`src/rtl/fir_coeff_controller.sv`:
```
// FIR coefficient controller: host writes taps into a shadow bank, a commit
// request waits for the next filter sample boundary, then the shadow bank is
// swapped into the active bank and the filter delay line is flushed.
//
// state    | meaning
// ---------+-----------------------------------------------------------------
// ST_LOAD  | accepting host writes into the shadow bank
// ST_PEND  | commit requested, waiting for a sample_strobe to swap banks
// ST_FLUSH | new bank active, holding filter_flush for FLUSH_CYCLES cycles
module fir_coeff_controller #(
  parameter int NUM_TAPS     = 8,
  parameter int COEFF_WIDTH  = 16,
  parameter int FLUSH_CYCLES = 8,
  localparam int ADDR_W      = $clog2(NUM_TAPS)
) (
  input  logic                            clk,
  input  logic                            reset,
  input  logic                            cfg_valid,
  output logic                            cfg_ready,
  input  logic [ADDR_W-1:0]               cfg_addr,
  input  logic [COEFF_WIDTH-1:0]          cfg_data,
  input  logic                            cfg_last,
  input  logic                            sample_strobe,
  output logic [NUM_TAPS*COEFF_WIDTH-1:0] coeff_bus,
  output logic                            filter_flush,
  output logic                            bank_sel,
  output logic                            busy,
  output logic                            cfg_error,
  output logic [7:0]                      swap_count
);

  localparam int CNT_W = (FLUSH_CYCLES > 1) ? $clog2(FLUSH_CYCLES) : 1;
  localparam logic [CNT_W-1:0] FLUSH_CNT_INIT = CNT_W'(FLUSH_CYCLES - 1);

  typedef enum logic [1:0] {
    ST_LOAD  = 2'd0,
    ST_PEND  = 2'd1,
    ST_FLUSH = 2'd2
  } state_t;

  typedef logic [COEFF_WIDTH-1:0] coeff_t;

  state_t           state_q, state_d;
  coeff_t           shadow_q [NUM_TAPS];
  coeff_t           shadow_d [NUM_TAPS];
  coeff_t           bank0_q  [NUM_TAPS];
  coeff_t           bank0_d  [NUM_TAPS];
  coeff_t           bank1_q  [NUM_TAPS];
  coeff_t           bank1_d  [NUM_TAPS];
  logic             bank_sel_q, bank_sel_d;
  logic             filter_flush_q, filter_flush_d;
  logic             busy_q, busy_d;
  logic             cfg_error_q, cfg_error_d;
  logic [7:0]       swap_count_q, swap_count_d;
  logic [CNT_W-1:0] flush_cnt_q, flush_cnt_d;
  logic             addr_ok;

  assign addr_ok = (int'(cfg_addr) < NUM_TAPS);

  // Next-state and next-output computation for the whole controller.
  always_comb begin
    state_d        = state_q;
    shadow_d       = shadow_q;
    bank0_d        = bank0_q;
    bank1_d        = bank1_q;
    bank_sel_d     = bank_sel_q;
    filter_flush_d = filter_flush_q;
    cfg_error_d    = cfg_error_q;
    swap_count_d   = swap_count_q;
    flush_cnt_d    = flush_cnt_q;
    unique case (state_q)
      ST_LOAD: begin
        if (cfg_valid) begin
          // Out-of-range writes are consumed so the host never stalls.
          if (addr_ok) begin
            shadow_d[cfg_addr] = cfg_data;
          end else begin
            cfg_error_d = 1'b1;
          end
          if (cfg_last) begin
            state_d = ST_PEND;
          end
        end
      end
      ST_PEND: begin
        if (sample_strobe) begin
          // The bank that goes active receives the shadow; the old active
          // set stays untouched in the other bank.
          if (bank_sel_q) begin
            bank0_d = shadow_q;
          end else begin
            bank1_d = shadow_q;
          end
          bank_sel_d     = ~bank_sel_q;
          swap_count_d   = swap_count_q + 8'd1;
          flush_cnt_d    = FLUSH_CNT_INIT;
          filter_flush_d = 1'b1;
          state_d        = ST_FLUSH;
        end
      end
      ST_FLUSH: begin
        if (flush_cnt_q == '0) begin
          filter_flush_d = 1'b0;
          state_d        = ST_LOAD;
        end else begin
          flush_cnt_d = flush_cnt_q - 1'b1;
        end
      end
      default: begin
        state_d = ST_LOAD;
      end
    endcase
    busy_d = (state_d != ST_LOAD);
  end

  // State and output registers with synchronous reset to passthrough taps.
  always_ff @(posedge clk) begin
    if (reset) begin
      state_q        <= ST_LOAD;
      bank_sel_q     <= 1'b0;
      filter_flush_q <= 1'b0;
      busy_q         <= 1'b0;
      cfg_error_q    <= 1'b0;
      swap_count_q   <= '0;
      flush_cnt_q    <= '0;
      for (int k = 0; k < NUM_TAPS; k++) begin
        shadow_q[k] <= (k == 0) ? coeff_t'(1) : '0;
        bank0_q[k]  <= (k == 0) ? coeff_t'(1) : '0;
        bank1_q[k]  <= (k == 0) ? coeff_t'(1) : '0;
      end
    end else begin
      state_q        <= state_d;
      bank_sel_q     <= bank_sel_d;
      filter_flush_q <= filter_flush_d;
      busy_q         <= busy_d;
      cfg_error_q    <= cfg_error_d;
      swap_count_q   <= swap_count_d;
      flush_cnt_q    <= flush_cnt_d;
      shadow_q       <= shadow_d;
      bank0_q        <= bank0_d;
      bank1_q        <= bank1_d;
    end
  end

  // Active bank mux onto the flat coefficient bus.
  always_comb begin
    coeff_bus = '0;
    for (int k = 0; k < NUM_TAPS; k++) begin
      coeff_bus[k*COEFF_WIDTH +: COEFF_WIDTH] = bank_sel_q ? bank1_q[k] : bank0_q[k];
    end
  end

  assign cfg_ready    = (state_q == ST_LOAD);
  assign filter_flush = filter_flush_q;
  assign bank_sel     = bank_sel_q;
  assign busy         = busy_q;
  assign cfg_error    = cfg_error_q;
  assign swap_count   = swap_count_q;

endmodule

```
`config.mk`:
```
export PLATFORM = sky130hd
export DESIGN_NAME = fir_coeff_controller
export DESIGN_NICKNAME = d
export VERILOG_FILES = /design/src/rtl/fir_coeff_controller.sv
export SDC_FILE = /design/constraint.sdc
export NUM_CORES = 1
export LEC_CHECK = 0
export ABC_AREA = 1
export CAP_MARGIN = 10
export CORE_MARGIN = 3
export CORE_UTILIZATION = 56
export DETAILED_ROUTE_END_ITERATION = 8
export GPL_TIMING_DRIVEN = 0
export PLACE_DENSITY = 0.79
export SETUP_SLACK_MARGIN = 0.2
export SLEW_MARGIN = 30
export SYNTH_ARGS = -nofsm -noshare
export SYNTH_HDL_FRONTEND = slang
export SYNTH_SLANG_ARGS = --single-unit
```
`constraint.sdc`:
```
create_clock -name clk -period 2.9 [get_ports clk]
set_input_delay 0.58 -clock clk [delete_from_list [all_inputs] [get_ports clk]]
set_output_delay 0.58 -clock clk [all_outputs]
set_load 0.1 [all_outputs]
```
==> run_results.csv <==
group,metric,value,unit
status,outcome,"finished, final reports clean",
grt,grt_pass1_vias,14147,
cells_and_area,n_antenna_cell,0,
cts,cts_tree,"built",
synthesis,synth_cell_types,27,
drt,ant_nets,0,
synthesis,synth_top_family_by_area,"simple AND/OR/NAND/NOR gates",
setup_path,path_class,"reg2out",
grt,grt.overflow.total,0,
synthesis,yosysSeqAreaShare,0.505,
cts,cts_buffers,41,
power,ir_drop,0.000421,V
setup_path,worstPathRequired,2.32,ns
setup_path,startpoint_type,"flip-flop",
placed_design,port_buffers,162,
placed_design,post-place-ws,-0.665,ns
sta,min_period,2.68,ns
die,die_h,174,µm
cts,clk_latency,0.54,ns
placed_design,placed_area,17900,µm²
sta,fin_skew,0.0187,ns
sta,setup_tns,0,ns
cts,path_clk_slew,0.06,ns
placed_design,dp_hpwl,32.3,mm
worst_hold_path,min_path_cells,2,
setup_path,worst_r2r_startpoint,"state_q[1]$_SDFF_PP0_",
setup_path,arrival,2.10,ns
synthesis,synth_xor_area_frac,0.000553,
cells_and_area,syn_to_final_growth,19.8,%
sta,finalHoldViolations,0,
power,power_frac_comb,0.082,
power,internal_power,8.92,mW
cells_and_area,postLayoutCoreUtil,0.693,
power,swShare,0.247,
sta,worst_pin_slew,0.977,ns
sta,finalSetupViolCount,0,
drt,drc,0,
synthesis,synth_cells,2313,
grt,grt_most_used_layer,"met2",
worst_hold_path,hold_path.class,"in2reg",
sta,fmax,373,MHz
cells_and_area,final_cell_mix,"nor2_1, nand2_1, dfxtp_1, o21ai_0, buf_4",
setup_path,crit_chain,"clkbuf_4, clkbuf_2, nand2_1, nand2_1, buf_4",
sta,rsz0062_at_grt,"true",
setup_path,endpoint_kind,"output port",
power,p_leak,8.31,nW
setup_path,cp_slowest_cell,"dfxtp_2",
cts,clk_path_buf_depth,3,
power,clkPwrFrac,0.433,
die,die_w,174,µm
cells_and_area,drive_gt1_frac,0.112,
grt,grt_pass1_wl,73.5,mm
sta,setup_slack,0.222,ns
setup_path,cpPeakStageDelay,0.38,ns
synthesis,synth_fa_ha_area_frac,0.00237,
setup_path,cpMostUsedCell,"nand2_1",
drt,wire_per_inst,16.0,µm
setup_path,crit_path_max_fanout,10,
synthesis,synth_nets,2340,
die,core_area,27400,µm²
synthesis,yosys_warnings,0,
synthesis,synth_top_area_cell,"dfxtp_1",
die,die_area,30300,µm²
die,rows,60,
power,sequentialPowerShare,0.484,
synthesis,yosysTopAreaCellShare,0.505,
synthesis,synthSimpleGateAreaFrac,0.341,
setup_path,crit_path_start,"bank_sel$_SDFFE_PP0P_",
synthesis,ys_seq_elements,400,
cts,cts-root-buf,"clkbuf_16",
grt,grt_use_met2,0.485,
drt,routed_via_density,5.33,
drt,routed_wl,46.7,mm
cells_and_area,final_common_cell,"nor2_1",
power,power_per_cell_area,624,nW/µm²
cells_and_area,nets,2545,
sta,hold-worst-slack,0.401,ns
worst_hold_path,hp-start,"reset",
grt,antenna_found_initial,1,
die,io_pins,165,
synthesis,syn_area,15800,µm²
cts,cts.sinks,400,
drt,drt_iter0_markers,1430,
sta,final.period_utilization,0.923,
worst_hold_path,hold_end,"bank_sel$_SDFFE_PP0P_",
synthesis,netlist_top_cells_area,"dfxtp_1, nor2_1, nand2_1",
setup_path,reg2regPathDepth,6,
drt,vias,15552,
power,p_sw,2.92,mW
grt,use_met3,0.0463,
grt,met1_usage,0.405,
synthesis,syn_area_per_cell,6.85,µm²
cells_and_area,final_area,19000,µm²
cts,cts.htree.levels,2,
placed_design,gp_congestion,0.896,
drt,drt_first_pass_iters,5,
run,maxCapViolations,0,
synthesis,synth_mux_area_frac,0,
setup_path,rrSetupSlack,0.98,ns
cts,cts_hold_buf,0,
die,start_util,0.578,
grt,grt_max_degree,14,
setup_path,r2r_end,"bank1_q[64]$_SDFFE_PP0P_",
sta,drv_slew,0,
synthesis,synth_compound_area_frac,0.0945,
sta,slew_headroom,0.347,
grt,track_usage,0.300,
==> synth_stat cells (all sizes together) <==
cell type,n
conb,1
nor2,742
xor2,1
dfxtp,400
clkbuf,80
nand4,3
inv,37
nand3,17
ha,3
clkinv,2
o21ai,273
a21oi,26
nand2,639
nor3,16
buf,73
==> timing repair <==
action	in CTS	in global routing
endpoints found under the setup margin	131	71
endpoints found under the hold margin	0	0
gates resized for setup	725	56
setup buffers	0	0
==> worst max path at each step <==
stage / cells past startpoint / slack, ns / end
after global routing: 5 / 0.19 / coeff_bus[125]
after global placement: 6 / -0.67 / coeff_bus[127]
after floorplan: 4 / 0.29 / coeff_bus[10]
after CTS: 6 / 0.20 / coeff_bus[54]
final: 5 / 0.22 / coeff_bus[0]
after detailed placement: 6 / -0.67 / coeff_bus[127]
==> critical path: cells and delay by family, from the launching register on <==
kind | cells | cell delay (ns)
buffers and inverters | 3 | 0.96
AND/OR/NAND/NOR | 2 | 0.22
flip-flops | 1 | 0.38
==> layout make-up <==
cell class	instances	area (µm²)
buffer	153	787
clock buffer	60	1190
clock inverter	10	111
fill	2413	8420
inverter	39	148
multi-input combinational	1721	6940
sequential	400	8010
tap	372	465
timing repair buffer	162	1330
==> power by group through the flow <==
stage                     Clock, mW  Combinational [mW]  Sequential [mW]
final                          5.13               0.974             5.74
after floorplan                   0               0.641             5.85
after detailed placement          0               0.954             5.85
after global routing           5.39                1.06             5.75
after CTS                      5.15               0.955             5.73
after global placement            0               0.936             5.85
==> routing by layer <==
layer / vias to the layer above / wire length [µm]
met4: 2 / 1920
met2: 662 / 20700
li1: 7602 / -
met5: - / 13
met3: 141 / 4410
met1: 7145 / 19700
==> flip-flops by register name, indices dropped and copies added (netlist names) <==
register      cells
bank0_q         128
bank1_q         128
bank_sel          1
busy              1
filter_flush      1
flush_cnt_q       3
shadow_q        128
state_q           2
swap_count        8
==> cells by family (layout without fill, tap and decap cells) <==
| group | count (synthesis) | count (layout) |
|---|---|---|
| buf+inv | 192 | 424 |
| compound gates | 299 | 299 |
| xor+xnor | 1 | 1 |
| other cells | 1 | 1 |
| simple gates | 1417 | 1417 |
| flops | 400 | 400 |
| fa+ha+maj | 3 | 3 |
==> stage by stage <==
stage,power (mW),cells
global placement,6.78,2847
detailed placement,6.81,2847
finish,11.8,2917
global route,12.2,2917
CTS,11.8,2917
floorplan,6.49,2313
No activity file was read; power rests on OpenSTA's default activity.
